==> src/rtl/t07_simon_game.sv <==
`default_nettype none
// ---------------------------------------------------------------------------
// t07_simon_game : Simon-says responder; flashes an LFSR color sequence and
//                  checks the player's direction presses.   Rev 1.0
// ---------------------------------------------------------------------------
module t07_simon_game #(
  parameter int          ROUNDS      = 4,
  parameter logic [15:0] SHOW_CYCLES = 16'd50000,
  parameter logic [15:0] GAP_CYCLES  = 16'd25000,
  parameter logic [15:0] SEED        = 16'hACE1
) (
  input  logic       clk,
  input  logic       nrst,
  input  logic       strobe,
  input  logic [5:0] button,
  input  logic [2:0] game_state_in,
  input  logic [2:0] playing_state_in,
  output logic [3:0] color_out,
  output logic [3:0] round_out,
  output logic       strike,
  output logic       clear_edge,
  output logic       solved,
  output logic       busy
);

  typedef enum logic [2:0] {
    IDLE     = 3'd0,
    SHOW_OFF = 3'd1,
    SHOW_ON  = 3'd2,
    INPUT    = 3'd3,
    SOLVED   = 3'd4
  } state_t;

  localparam logic [15:0] GAP_LAST   = GAP_CYCLES - 16'd1;
  localparam logic [15:0] SHOW_LAST  = SHOW_CYCLES - 16'd1;
  localparam logic [3:0]  LAST_ROUND = 4'(ROUNDS);

  state_t      state, state_nxt;
  logic [15:0] lfsr;
  logic [15:0] seq, seq_nxt;
  logic        seq_valid, seq_valid_nxt;
  logic [3:0]  idx, idx_nxt;
  logic [15:0] timer, timer_nxt;
  logic [3:0]  round_nxt;
  logic [3:0]  color_nxt;
  logic        strike_nxt, clear_nxt, solved_nxt;

  logic        menu, active;
  logic        press_ok;
  logic [1:0]  press_dir;
  logic [1:0]  cur_color;
  logic [1:0]  show_color;

  assign menu      = (game_state_in == 3'd0);
  assign active    = (playing_state_in == 3'd4);
  assign cur_color = seq[{idx[2:0], 1'b0} +: 2];
  assign busy      = (state == SHOW_OFF) || (state == SHOW_ON);

  // Only a strobed, single direction button counts as a press.
  always_comb begin
    press_ok  = 1'b0;
    press_dir = 2'd0;
    case (button)
      6'b000010: begin press_ok = strobe; press_dir = 2'd0; end
      6'b000100: begin press_ok = strobe; press_dir = 2'd1; end
      6'b001000: begin press_ok = strobe; press_dir = 2'd2; end
      6'b010000: begin press_ok = strobe; press_dir = 2'd3; end
      default:   begin press_ok = 1'b0;   press_dir = 2'd0; end
    endcase
  end

  always_comb begin
    state_nxt     = state;
    seq_nxt       = seq;
    seq_valid_nxt = seq_valid;
    idx_nxt       = idx;
    timer_nxt     = timer;
    round_nxt     = round_out;
    solved_nxt    = solved;
    strike_nxt    = 1'b0;
    clear_nxt     = 1'b0;

    if (menu) begin
      state_nxt     = IDLE;
      solved_nxt    = 1'b0;
      seq_valid_nxt = 1'b0;
      round_nxt     = 4'd0;
      idx_nxt       = 4'd0;
      timer_nxt     = 16'd0;
    end else if (state != IDLE && !active) begin
      state_nxt = IDLE;
      idx_nxt   = 4'd0;
      timer_nxt = 16'd0;
    end else begin
      case (state)
        IDLE: begin
          if (active) begin
            if (!seq_valid) begin
              seq_nxt       = lfsr;
              seq_valid_nxt = 1'b1;
            end
            if (solved) begin
              state_nxt = SOLVED;
            end else begin
              state_nxt = SHOW_OFF;
              round_nxt = 4'd1;
              idx_nxt   = 4'd0;
              timer_nxt = 16'd0;
            end
          end
        end
        SHOW_OFF: begin
          if (timer == GAP_LAST) begin
            timer_nxt = 16'd0;
            if (idx < round_out) begin
              state_nxt = SHOW_ON;
            end else begin
              state_nxt = INPUT;
              idx_nxt   = 4'd0;
            end
          end else begin
            timer_nxt = timer + 16'd1;
          end
        end
        SHOW_ON: begin
          if (timer == SHOW_LAST) begin
            timer_nxt = 16'd0;
            idx_nxt   = idx + 4'd1;
            state_nxt = SHOW_OFF;
          end else begin
            timer_nxt = timer + 16'd1;
          end
        end
        INPUT: begin
          if (press_ok) begin
            if (press_dir != cur_color) begin
              strike_nxt = 1'b1;
              round_nxt  = 4'd1;
              idx_nxt    = 4'd0;
              timer_nxt  = 16'd0;
              state_nxt  = SHOW_OFF;
            end else if ((idx + 4'd1) != round_out) begin
              idx_nxt = idx + 4'd1;
            end else if (round_out != LAST_ROUND) begin
              round_nxt = round_out + 4'd1;
              idx_nxt   = 4'd0;
              timer_nxt = 16'd0;
              state_nxt = SHOW_OFF;
            end else begin
              state_nxt  = SOLVED;
              solved_nxt = 1'b1;
              clear_nxt  = 1'b1;
            end
          end
        end
        SOLVED: begin
          state_nxt = SOLVED;
        end
        default: begin
          state_nxt = IDLE;
        end
      endcase
    end

    // Color register tracks the state being entered so it lines up with SHOW_ON.
    show_color = seq_nxt[{idx_nxt[2:0], 1'b0} +: 2];
    color_nxt  = (state_nxt == SHOW_ON) ? (4'b0001 << show_color) : 4'd0;
  end

  always_ff @(posedge clk or negedge nrst) begin
    if (!nrst) begin
      state      <= IDLE;
      lfsr       <= SEED;
      seq        <= 16'd0;
      seq_valid  <= 1'b0;
      idx        <= 4'd0;
      timer      <= 16'd0;
      round_out  <= 4'd0;
      color_out  <= 4'd0;
      strike     <= 1'b0;
      clear_edge <= 1'b0;
      solved     <= 1'b0;
    end else begin
      state      <= state_nxt;
      lfsr       <= {lfsr[14:0], lfsr[15] ^ lfsr[13] ^ lfsr[12] ^ lfsr[10]};
      seq        <= seq_nxt;
      seq_valid  <= seq_valid_nxt;
      idx        <= idx_nxt;
      timer      <= timer_nxt;
      round_out  <= round_nxt;
      color_out  <= color_nxt;
      strike     <= strike_nxt;
      clear_edge <= clear_nxt;
      solved     <= solved_nxt;
    end
  end

endmodule
`default_nettype wire

==> config.mk <==
export PLATFORM = sky130hd
export DESIGN_NAME = t07_simon_game
export DESIGN_NICKNAME = d
export VERILOG_FILES = /design/src/rtl/t07_simon_game.sv
export SDC_FILE = /design/constraint.sdc
export NUM_CORES = 1
export LEC_CHECK = 0
export BUFFER_PORTS_ARGS = -buffer_cell sky130_fd_sc_hd__buf_4
export CAP_MARGIN = 20
export CORE_ASPECT_RATIO = 1.5
export CORE_MARGIN = 5
export CORE_UTILIZATION = 40
export CTS_CLUSTER_SIZE = 10
export DETAILED_ROUTE_END_ITERATION = 10
export REMOVE_ABC_BUFFERS = 1
export SETUP_SLACK_MARGIN = 0.15
export SYNTH_ARGS = -nofsm -noshare
export SYNTH_HDL_FRONTEND = slang
export SYNTH_SLANG_ARGS = --single-unit
==> constraint.sdc <==
create_clock -name clk -period 3.2 [get_ports clk]
set_input_delay 0.48 -clock clk [delete_from_list [all_inputs] [get_ports clk]]
set_output_delay 0.48 -clock clk [all_outputs]
set_load 0.02 [all_outputs]
# Yosys cells after proc, flatten, opt, wreduce, memory -nomap -nowiden
# Index checks and enable logic that the tools add are counted.
op_classes:
  mul: 0
  shifts: 3
  n_reduce_logical: 18
  mux: 75
  bitwise_logic: 3
  n_addsub: 3
  n_eq_ne: 33
  div_mod_pow: 0
  magnitude_cmp: 1
ops:
  columns: ["cell", "count"]
  rows:
  - ["16-bit 2-to-1 mux", 15]
  - ["4-bit 2-to-1 mux", 20]
  - ["16-bit case mux with 4 select lines", 1]
  - ["16-bit by 5-bit indexed part select with 2-bit output", 2]
  - ["3-bit 2-to-1 mux", 10]
  - ["1-bit 2-to-1 mux", 25]
  - ["4-bit != test, second input constant", 6]
  - ["16-bit by 1-bit adder with 16-bit output, second input constant", 1]
  - ["16-bit by 15-bit equality test with 1-bit output, second input constant", 1]
  - ["16-bit equality test, second input constant", 1]
  - ["4-bit case mux with 4 select lines", 1]
  - ["3-bit case mux with 5 select lines", 1]
  - ["6-bit AND reduction", 2]
  - ["5-bit != test, second input constant", 2]
  - ["3-bit by 2-bit equality test with 1-bit output, second input constant", 3]
  - ["3-bit != test, second input constant", 3]
  - ["4-bit by 1-bit adder with 4-bit output, second input constant", 2]
  - ["2-bit != test, second input constant", 4]
  - ["4-bit by 2-bit != test with 1-bit output, second input constant", 2]
  - ["4-bit case mux with 2 select lines", 1]
  - ["8-bit AND reduction", 1]
  - ["2-bit nonzero test", 4]
  - ["7-bit AND reduction", 1]
  - ["3-bit equality test, second input constant", 2]
  - ["other kinds (21)", 25]
word_totals:
  latchBits: 0
  inputBits: 15
  reg_bits: 67
  romBits: 0
  elab_cells: 148
  ram_bits: 0
  out_inout_bits: 12
  mem_count: 0

# Longest topological paths before layout
# Gate-level depths: netlist of run 1.
logic_depth:
  depth_word: 11
  mapped_depth: 14
  depth_no_buf: 12

# Least setup slack after synthesis of run 1
# OpenSTA, ideal clock, no wires.
synth_timing:
  kind: "register to register"
  startpoint: "register timer[4]"
  endpoint: "register color_out[1]"
  setup_ns: 0.120
  t_required_ns: 3.080
  n_path_buf: 1
  arrival_time_ns: 2.867
  slack_ns: 0.213
  synth_period_minus_slack_ns: 2.987
  path_stages_with_launch: 12
  path_cell_list: "dfrtp_1 -> or4_4 -> nor4_2 -> o221ai_1 -> and4bb_1 -> a21oi_1 -> a31oi_1 -> buf_4 -> mux2i_1 -> mux2i_1 -> mux2_4 -> and3_1"
synth_between:
  elab_chain_len: 8
  elab_cells_between_ends: 16
  cone_classes: "eq/ne (3); shift (2); mux (11)"
synth_rtl:
  columns: ["item", "line", "source"]
  rows:
  - ["from (decl)", "43", "logic [15:0] timer, timer_nxt;"]
  - ["from (signal assigned)", "189", "timer <= timer_nxt;"]
  - ["16-bit equality test or 16-bit by 15-bit equality test with 1-bit output (tied branches)", "126, 113", null]
  - ["4-bit 2-to-1 mux (on tied branches)", "126, 113", null]
  - ["4-bit case mux with 4 select lines", "95", "case (state)"]
  - ["4-bit 2-to-1 mux", "90", "end else if (state != IDLE && !active) begin"]
  - ["4-bit 2-to-1 mux", "83", "if (menu) begin"]
  - ["16-bit by 5-bit indexed part select with 2-bit output", "166", "show_color = seq_nxt[{idx_nxt[2:0], 1'b0} +: 2];"]
  - ["1-bit by 2-bit left shift with 4-bit output", "167", "color_nxt = (state_nxt == SHOW_ON) ? (4'b0001 << show_color) : 4'd0;"]
  - ["4-bit 2-to-1 mux *", "167", null]
  - ["net color_nxt[1]", "45", "logic [3:0] color_nxt;"]
  - ["to (signal assigned)", "191", "color_out <= color_nxt;"]
  - ["to (decl)", "18", "output logic [3:0] color_out,"]
# Mark *: on every way through the listed nets, which the timed path passes. The rest lies on a longest branch. The select of a mux whose other input is x is not followed.
# A chain may end at the register's enable or synchronous reset.

# Worst setup path after layout of run 1
layout_timing:
  startpoint: "register timer[6]"
  endpoint: "register color_out[2]"
# Same word-level chain as after synthesis.

==> flow_summary.yaml, run 1 <==
place:
  io_buffers: 26
  preCtsSetupSlack_ns: 0.00497
  hpwlAfterDp_um: 6630
  postPlaceCellArea_sq_um: 4250
  place_congestion: 0.827
finish:
  final.fill_count: 837
  fin_nets: 451
  area_growth_pct: 24.5
  final_util_pct: 50.6
  diodes: 0
  stdcell_area_sq_um: 4660
  drive_gt1_share_pct: 31.2
logic_synthesis:
  ys.flop_type: "dfrtp_1"
  syn_area_per_cell_sq_um: 10.2
  synthCells: 367
  ys_ff_latch: 67
  async_flop_share_pct: 100
  syn-cell-area_sq_um: 3740
  synth_cell_types: 64
  synth_seq_area_share_pct: 45.1
  yosysWarningCount: 0
  synth_edf_count: 0
floorplanning:
  dieArea_sq_um: 11400
  core.rowCount: 43
  pin_count: 27
  core_sq_um: 9200
  die_y_um: 128
  die_x_um: 89.0
  initial_utilization_pct: 40.7
sta:
  fmax_mhz: 312
  grt_setup_unrepaired: "true"
  hold_viol_final: 0
  setup_viol: 1
  skew_ns: 0.00876
  whs_ns: 0.262
  slew-limit-headroom_pct: 42.1
  worst_pin_slew_ns: 0.868
  slew_violations: 0
  min_period_ns: 3.20
  fin_ws_ns: -0.00124
  fin_crit_sh_pct: 100
clocking:
  cts_hold_buf: 0
  htreeDepth: 3
  clock_path_buffers: 2
  cts.sinks: 67
  root_buffer: "clkbuf_16"
  clk_latency_ns: 0.34
  cts_tree: "done"
  cts_inserted_buffers: 9
  clk_pin_slew_ns: 0.06
run:
  drv_cap: 0
global_routing:
  grt_max_degree: 68
  grt.total_usage_pct: 17.1
  grt_pass1_vias: 3031
  gr-total-overflow: 0
  grt_first_pass_wirelength_um: 15000
  antenna_found_initial: 0
power:
  powerDensity_nw_per_um2: 499
  fin_total_pwr_mw: 2.32
  p_leak_nw: 2.18
  max-vdd-ir-drop_mv: 0.307
critical_path:
  reg2regPathDepth: 12
  r2r_setup_slack_ns: -0.001
  cp-start-kind: "flip-flop"
  crit_type: "flip-flop to flip-flop"
  timing.rr.start: "timer[6]$_DFFE_PN0P_"
  worstReg2RegEnd: "color_out[2]$_DFF_PN0_"
  critical_path_arrival_ns: 3.48
  cp_max_fo: 4
  crit_required_ns: 3.48
  endpoint_kind: "flip-flop"
detailed_routing:
  drt_iter0_drc: 193
  wl_per_cell_um: 17.0
  ant_nets: 0
  vias: 3068
  drcViolationCount: 0
  dr.pass1.iters: 4
  vias_per_cell: 5.63
  routed_wl_um: 9250
outcome:
  status: "complete, but fails checks"
  violations: "setup timing"
hold_path:
  hold_path_class: "input pin to async pin"
Yosys cell counts (all sizes together), types with 2 or more instances:
cell	count	area share, %
nand4	4	0.67
a21o	5	1.0
xor2	5	1.2
inv	13	1.3
buf	6	1.5
clkbuf	6	0.64
dfrtp	59	39
o31ai	7	1.4
mux4	2	1.2
nor2	29	2.9
ha	8	2.7
a211o	3	0.94
and2b	3	0.70
o22ai	2	0.33
or4	6	1.3
mux2	18	5.6
dfstp	8	5.6
a31oi	4	0.67
or2	3	0.50
xnor2	6	1.4
mux2i	17	4.7
o41ai	4	1.1
o21ai	28	3.7
and3	11	1.8
a22oi	2	0.90
nor3	9	1.2
nor3b	8	1.7
nand2	28	2.8
and2	2	0.37
o221ai	2	0.47
a21oi	16	2.1
nor4	2	0.50
nand3	26	3.5
layout by cell type (no fill, tap or decap), drive strengths merged, types with 5 or more instances in the layout:
cell and instances:
buf 63, dfstp 8, clkbuf 9, xor2 5, ha 8, a21oi 16
dfrtp 59, and3 11, or4 6, nand2 28, inv 16, nor3 9
nor3b 8, mux2i 17, xnor2 6, nor2 29, mux2 18, o31ai 7
a21o 5, nand3 26, o21ai 28
routing by layer:
metal,share of wire [%],up-vias,global-route usage [%],routed length [um]
li1,-,1482,-,-
met1,41,1498,20.2,3760
met2,54,67,30.0,4970
met3,3.1,21,3.27,289
met4,2.6,0,6.92,240
met5,0,-,0,0
area by class of cell:
class / count / area (sq um) / share of cell area (%)
Sequential cell: 67 / 1690 / 36.3
Timing Repair Buffer: 63 / 490 / 10.5
Clock buffer: 9 / 225 / 4.83
Clock inverter: 7 / 83.8 / 1.80
Inverter: 13 / 48.8 / 1.05
Tap cell: 112 / 140 / 3.01
Multi-Input combinational cell: 274 / 1980 / 42.5
where the power goes:
| group | switching, mW | internal, mW | leakage, nW |
|---|---|---|---|
| combinational | 0.247 | 0.158 | 1.14 |
| sequential | 0.0215 | 0.869 | 0.897 |
| clock | 0.413 | 0.617 | 0.149 |
| total | 0.681 | 1.64 | 2.18 |
timing repair:
action                     CTS  global route
gates cloned                 1             0
resized for setup            8             7
pin swaps                    7             6
setup endpoints to repair    4             5
setup buffers                2             2
stage by stage:
step	TNS, ns	std cells
floorplan	-2.30	354
global placement	0	524
detailed placement	0	524
CTS	0	543
global route	-0.464	545
finish	-0.00124	545
how the worst max path moves through the flow:
stage,from,end,slack [ns]
after global routing,timer[3]$_DFFE_PN0P_,color_out[2]$_DFF_PN0_,-0.17
final,timer[6]$_DFFE_PN0P_,color_out[2]$_DFF_PN0_,-0.001
after global placement,timer[4]$_DFFE_PN0P_,color_out[2]$_DFF_PN0_,0.0006
after detailed placement,timer[4]$_DFFE_PN0P_,color_out[2]$_DFF_PN0_,0.005
after CTS,timer[10]$_DFFE_PN0P_,color_out[2]$_DFF_PN0_,0.07
after floorplan,idx[0]$_DFF_PN0_,color_out[1]$_DFF_PN0_,-0.33
cell families (layout without fill, tap and decap cells):
| logic type | count (synthesis) | in the layout | synth area share, % |
|---|---|---|---|
| AO/OA/AOI/OAI | 82 | 82 | 15.1 |
| XOR/XNOR | 11 | 11 | 2.58 |
| adder cells (fa/ha/maj) | 8 | 8 | 2.68 |
| buffers and inverters | 26 | 92 | 3.68 |
| flip-flops | 67 | 67 | 45.1 |
| multiplexers | 37 | 37 | 11.6 |
| AND/OR/NAND/NOR | 136 | 136 | 19.3 |
worst max-delay path, stage by stage (launching register included):
cell and delay, ns:
dfrtp_1 0.38, or4_4 0.56, nor4_4 0.32, o221ai_1 0.17, and4bb_1 0.33, a21oi_2 0.07, a31oi_2 0.22, buf_2 0.22
mux2i_1 0.19, mux2i_1 0.09, mux2_4 0.30, nor3_4 0.17, buf_4 0.12
state kept, by name, summed over array words and instances, names as in the netlist:
name        flops
lfsr           16
clear_edge      1
color_out       4
strike          1
state           3
seq_valid       1
idx             4
solved          1
timer          16
seq            16
round_out       4
Note: power is estimated with default switching activity, not from simulation.
==> inputs of run 2 (changes only) <==
--- a/config.mk
+++ b/config.mk
@@ -5,13 +5,13 @@
 export SDC_FILE = /design/constraint.sdc
 export NUM_CORES = 1
 export LEC_CHECK = 0
-export BUFFER_PORTS_ARGS = -buffer_cell sky130_fd_sc_hd__buf_4
 export CAP_MARGIN = 20
 export CORE_ASPECT_RATIO = 1.5
 export CORE_MARGIN = 5
 export CORE_UTILIZATION = 40
 export CTS_CLUSTER_SIZE = 10
 export DETAILED_ROUTE_END_ITERATION = 10
+export DONT_BUFFER_PORTS = 1
 export REMOVE_ABC_BUFFERS = 1
 export SETUP_SLACK_MARGIN = 0.15
 export SYNTH_ARGS = -nofsm -noshare
==> run 2 against run 1 <==
Compared with the run above:
- the flow now finishes without violations
- core utilization down 1.5 points
- power down 1.9%
- fmax up 4.9%
- via count down 3.1%
- clock power about the same
- design area down 3.0%
- largest cell class unchanged
- die area unchanged
- clock skew down 0.0023 ns
- first-iteration DRC count down 2.6%
- register-to-register slack better by 0.15 ns
- sequential power about the same
==> flow_summary.yaml, run 2 (same netlist as run 1, synthesis figures left out) <==
outcome:
  status: "completed"
finish:
  final.fill_count: 800
  diodes: 0
  final_cell_mix: "57 x dfrtp_1, 37 x buf_4, 28 x nor2_1, 28 x nand2_1, 24 x nand3_1"
  mostFrequentLayoutCell: "dfrtp_1"
  regArea_sq_um: 1690
  fin_nets: 428
  area_growth_pct: 20.8
  multi_input_area_sq_um: 2000
  biggestRegsByFlops: "lfsr x16, seq x16, timer x16"
  drive_gt1_share_pct: 28.5
  final_util_pct: 49.1
clocking:
  cts_tree: "done"
  htreeDepth: 3
  clk_pin_slew_ns: 0.06
  cts_inserted_buffers: 9
  root_buffer: "clkbuf_16"
  clock_path_buffers: 2
  cts.sinks: 67
  clk_latency_ns: 0.33
global_routing:
  gr-total-overflow: 0
  grt_first_pass_wirelength_um: 14400
  grt_max_degree: 68
  grt_pass1_vias: 2976
  grt.total_usage_pct: 16.4
  antenna_found_initial: 0
place:
  io_buffers: 0
  place_congestion: 0.877
  hpwlAfterDp_um: 6570
power:
  fin_total_pwr_mw: 2.28
  max-vdd-ir-drop_mv: 0.370
  p_leak_nw: 2.07
  powerDensity_nw_per_um2: 505
sta:
  slew-limit-headroom_pct: 60.2
  fmax_mhz: 328
  tns_ns: 0
  worst_pin_slew_ns: 0.595
  hold_viol_final: 0
  grt_setup_unrepaired: "true"
  slew_violations: 0
  fin_crit_sh_pct: 95.4
  skew_ns: 0.00651
  setup_viol: 0
  min_period_ns: 3.05
critical_path:
  cpMaxStageDelayCell: "or4_4"
  endpoint_kind: "flip-flop"
  cp-start-kind: "flip-flop"
  crit_type: "flip-flop to flip-flop"
  reg2regPathDepth: 12
  cp_max_fo: 8
  crit_chain: "or4_4 > o41ai_4 > o221ai_2 > and4bb_1 > a21oi_1 > a31oi_1 > buf_4 > buf_4 > mux2i_1 > mux2i_1 > mux2_4 > and3_4"
  critical_path_arrival_ns: 3.27
  cpPeakStageDelay_ns: 0.58
  crit_required_ns: 3.42
floorplanning:
  die_x_um: 89.0
  core_sq_um: 9200
  dieArea_sq_um: 11400
  initial_utilization_pct: 40.7
  die_y_um: 128
  core.rowCount: 43
  pin_count: 27
detailed_routing:
  ant_nets: 0
  drt_iter0_drc: 188
  wl_per_cell_um: 17.4
  drcViolationCount: 0
  vias: 2974
  dr.pass1.iters: 4
  routed_wl_um: 9080
  vias_per_cell: 5.70
hold_path:
  hold_path_class: "input pin to async pin"
run:
  drv_cap: 0
[run 2: repair_timing]
action / CTS / global route
hold buffers: 1 / 0
pin swaps: 6 / 3
endpoints found under the setup margin: 4 / 4
buffers inserted: 4 / 4
hold endpoints to repair: 67 / 0
resized for setup: 10 / 9
[run 2: worst max-delay path, delay by kind of cell, from the launching register on]
| kind | cells | cell delay, ns |
|---|---|---|
| AND/OR/NAND/NOR | 3 | 1.05 |
| AO/OA/AOI/OAI | 4 | 0.63 |
| multiplexers | 3 | 0.55 |
| flip-flops | 1 | 0.37 |
| buffers and inverters | 2 | 0.33 |
[run 2: power by group]
part	internal (mW)	switching, mW	total [mW]	leakage (nW)
Combinational	0.139	0.238	0.378	1.03
Clock	0.616	0.396	1.01	0.149
Sequential	0.869	0.0207	0.890	0.897
Total	1.63	0.655	2.28	2.07
[run 2: worst paths after layout]
kind | from | slack (ns) | to
setup / recovery | timer[11]$_DFFE_PN0P_ | 0.15 | color_out[1]$_DFF_PN0_
hold / removal | nrst | 0.03 | color_out[2]$_DFF_PN0_
setup reg to reg | timer[11]$_DFFE_PN0P_ | 0.15 | color_out[1]$_DFF_PN0_
hold reg to reg | lfsr[5]$_DFF_PN1_ | 0.36 | lfsr[6]$_DFF_PN1_
max in group asynchronous | nrst | 2.87 | lfsr[15]$_DFF_PN1_
min in group clk | lfsr[5]$_DFF_PN1_ | 0.36 | lfsr[6]$_DFF_PN1_
[run 2: final cells by class]
| type | instances | area share (%) |
|---|---|---|
| inverter | 13 | 1.08 |
| clock inverter | 7 | 1.86 |
| multi-input combinational | 274 | 44.3 |
| clock buffer | 9 | 4.98 |
| tap | 112 | 3.10 |
| sequential | 67 | 37.4 |
| timing repair buffer | 40 | 7.26 |
[run 2: per-layer routing]
metal | GRT usage (%) | vias up | part of all wire, %
met3 | 3.72 | 17 | 3.1
met4 | 7.10 | 0 | 2.5
met5 | 0 | - | 0
met2 | 29.0 | 43 | 54
met1 | 18.7 | 1478 | 40
li1 | - | 1436 | -
[run 2: per-stage QoR]
stage | hold WS, ns | setup WS, ns | instances | instance area (sq um)
finish | 0.0255 | 0.149 | 522 | 4520
global placement | 0.189 | -0.00504 | 497 | 4030
CTS | 0.0355 | 0.132 | 518 | 4450
floorplan | 0.184 | -0.335 | 354 | 3650
detailed placement | 0.189 | -0.0108 | 497 | 4030
global route | 0.0390 | 0.0257 | 522 | 4520
==> inputs of run 3 (changes only) <==
--- a/config.mk
+++ b/config.mk
@@ -5,6 +5,7 @@
 export SDC_FILE = /design/constraint.sdc
 export NUM_CORES = 1
 export LEC_CHECK = 0
+export ABC_AREA = 1
 export CAP_MARGIN = 20
 export CORE_ASPECT_RATIO = 1.5
 export CORE_MARGIN = 5
==> run 3 against run 2 <==
Compared with the run above:
- cell count is 23% higher
- global-route usage is 0.59 points higher
- hold slack better by 0.0012 ns
- clock skew hardly changed
- critical endpoint is now color_out[0]$_DFF_PN0_
- largest cell class unchanged
- highest routed layer unchanged
==> flow_summary.yaml, run 3 <==
detailed_routing:
  dr.pass1.iters: 4
  routed_wl_um: 9880
  vias_per_cell: 5.17
  drcViolationCount: 0
  vias: 3322
  wl_per_cell_um: 15.4
  ant_nets: 0
  drt_iter0_drc: 195
critical_path:
  r2r_setup_slack_ns: 0.48
  cp_max_fo: 9
  cp-start-kind: "flip-flop"
  cpPeakStageDelay_ns: 0.55
  crit_required_ns: 3.43
  critical_path_arrival_ns: 2.94
  crit_chain: "inv_1 > ha_1 > inv_1 > nor2_1 > o21bai_1 > nand3_1 > nand4_1 > o21bai_1 > nand2_4 > nand2_4 > nand2_1 > nand3_1 > nand3_1 > nand2_1 > inv_1 > nor2_1"
  cpMaxStageDelayCell: "dfrtp_1"
  crit_type: "flip-flop to flip-flop"
  endpoint_kind: "flip-flop"
finish:
  drive_gt1_share_pct: 11.6
  layout.cells.non_filler: 643
  stdcell_area_sq_um: 4410
  final.fill_count: 975
  biggestRegsByFlops: "lfsr x16, seq x16, timer x16"
  final_cell_mix: "108 x nand2_1, 80 x inv_1, 69 x nand3_1"
  area_growth_pct: 11.3
  diodes: 0
  multi_input_area_sq_um: 1890
  fin_nets: 546
  regArea_sq_um: 1690
  mostFrequentLayoutCell: "nand2_1"
clocking:
  cts_setup_buffers: 0
  cts_inserted_buffers: 9
  cts_tree: "done"
  htreeDepth: 3
  root_buffer: "clkbuf_16"
  clk_pin_slew_ns: 0.05
  clock_path_buffers: 2
  clk_latency_ns: 0.34
  cts.sinks: 67
place:
  io_buffers: 0
  preCtsSetupSlack_ns: 0.439
  place_congestion: 0.895
  place_inst: 626
  postPlaceCellArea_sq_um: 4050
  hpwlAfterDp_um: 7570
sta:
  tns_ns: 0
  whs_ns: 0.0266
  skew_ns: 0.00698
  fin_crit_sh_pct: 84.9
  setup_viol: 0
  slew-limit-headroom_pct: 53.7
  fmax_mhz: 368
  slew_violations: 0
  min_period_ns: 2.72
  fin_ws_ns: 0.485
  grt_setup_unrepaired: "false"
  worst_pin_slew_ns: 0.688
  hold_viol_final: 0
logic_synthesis:
  synth_top_area_share_pct: 37.3
  synthCells: 518
  yosysTopAreaCell: "dfrtp_1"
  synthTopCellsByArea: "dfrtp_1 37%, nand2_1 10%, nand3_1 8.7%, inv_1 7.6%, nor2_1 5.4%"
  synth_cell_types: 41
  yosysWarningCount: 0
  synthTopCellsByCount: "108 x nand2_1, 80 x inv_1, 69 x nand3_1, 59 x dfrtp_1, 57 x nor2_1"
  synth_seq_area_share_pct: 42.6
  synth.most_common_cell: "nand2_1"
  ys.flop_type: "dfrtp_1"
  async_flop_share_pct: 100
  syn_area_per_cell_sq_um: 7.64
  syn-cell-area_sq_um: 3960
  synth_edf_count: 0
  ys_ff_latch: 67
global_routing:
  grt_max_degree: 68
  gr-total-overflow: 0
  antenna_found_initial: 0
  grt_pass1_vias: 3314
  grt_first_pass_wirelength_um: 16200
  grt.total_usage_pct: 17.0
floorplanning:
  initial_utilization_pct: 40.9
  pin_count: 27
  dieArea_sq_um: 12000
  core_sq_um: 9690
  core.rowCount: 44
  die_y_um: 132
  die_x_um: 91.2
power:
  max-vdd-ir-drop_mv: 0.321
  powerDensity_nw_per_um2: 615
  p_leak_nw: 2.15
hold_path:
  hold_path_class: "input pin to async pin"
run:
  drv_cap: 0
outcome:
  status: "completed"
[run 3: changes by cell type in the layout (fill, tap and decap cells not counted), moves of 6 or more]
cell     change
nand2_1     +80
inv_1       +67
nand3_1     +45
buf_4       -36
nor2_1      +29
mux2i_1     -15
and3_1       -9
mux2_2       -8
nor3b_1      -6
o31ai_1      -6
[run 3: worst max-delay path: cells and delay by family, from the launching register on]
| kind | cells | cell delay (ns) |
|---|---|---|
| AND/OR/NAND/NOR | 10 | 1.06 |
| flip-flops | 1 | 0.55 |
| AO/OA/AOI/OAI | 2 | 0.39 |
| adder cells (fa/ha/maj) | 1 | 0.32 |
| buffers and inverters | 3 | 0.30 |
[run 3: routing by layer]
| metal | track usage (%) | routed length (um) | up-vias |
|---|---|---|---|
| met2 | 31.1 | 5530 | 57 |
| met5 | 0 | 0 | - |
| met1 | 17.7 | 3740 | 1554 |
| met3 | 4.11 | 308 | 29 |
| met4 | 8.65 | 297 | 0 |
| li1 | - | - | 1682 |
[run 3: per-stage QoR]
step	util [%]	power (mW)
after floorplan	-	1.45
after global placement	41.8	1.61
after detailed placement	41.8	1.62
after CTS	45.5	2.74
after global routing	45.5	2.87
final	45.5	2.71
[run 3: power breakdown]
group	switching, mW	internal [mW]	leakage, nW	total [mW]
registers	0.0486	0.907	0.886	0.955
logic	0.485	0.187	1.10	0.672
clock network	0.360	0.723	0.159	1.08
total	0.894	1.82	2.15	2.71
[run 3: logic make-up (layout without fill, tap and decap cells)]
group                    count (synthesis)  in the layout  share of synthesized area [%]
XOR/XNOR                                 7              7                           1.55
flip-flops                              67             67                           42.6
AND/OR/NAND/NOR                        280            280                           33.5
multiplexers                             8              8                           2.28
buffers and inverters                   93            103                           9.67
AO/OA/AOI/OAI                           55             55                           7.87
adder cells (fa/ha/maj)                  8              8                           2.53
[run 3: final timing paths]
check / endpoint / cells past startpoint / startpoint
max: color_out[0]$_DFF_PN0_ / 16 / round_out[1]$_DFFE_PN0P_
min: round_out[2]$_DFFE_PN0P_ / 1 / nrst
max reg2reg: color_out[0]$_DFF_PN0_ / 16 / round_out[1]$_DFFE_PN0P_
min reg2reg: lfsr[7]$_DFF_PN1_ / 0 / lfsr[6]$_DFF_PN1_
max in group asynchronous: lfsr[13]$_DFF_PN1_ / 1 / nrst
min in group clk: solved$_DFFE_PN0P_ / 2 / game_state_in[2]
[run 3: layout make-up]
class / count / share of cell area [%]
clock inverter: 4 / 1.65
inverter: 85 / 7.30
multi-input combinational: 358 / 42.9
sequential: 67 / 38.3
tap: 115 / 3.27
timing repair buffer: 2 / 0.795
clock buffer: 12 / 5.82
[run 3: repair_timing]
action / in CTS / in global routing
hold buffers: 1 / 0
resized for setup: 0 / 1
setup endpoints to repair: 0 / 3
hold endpoints to repair: 67 / 0
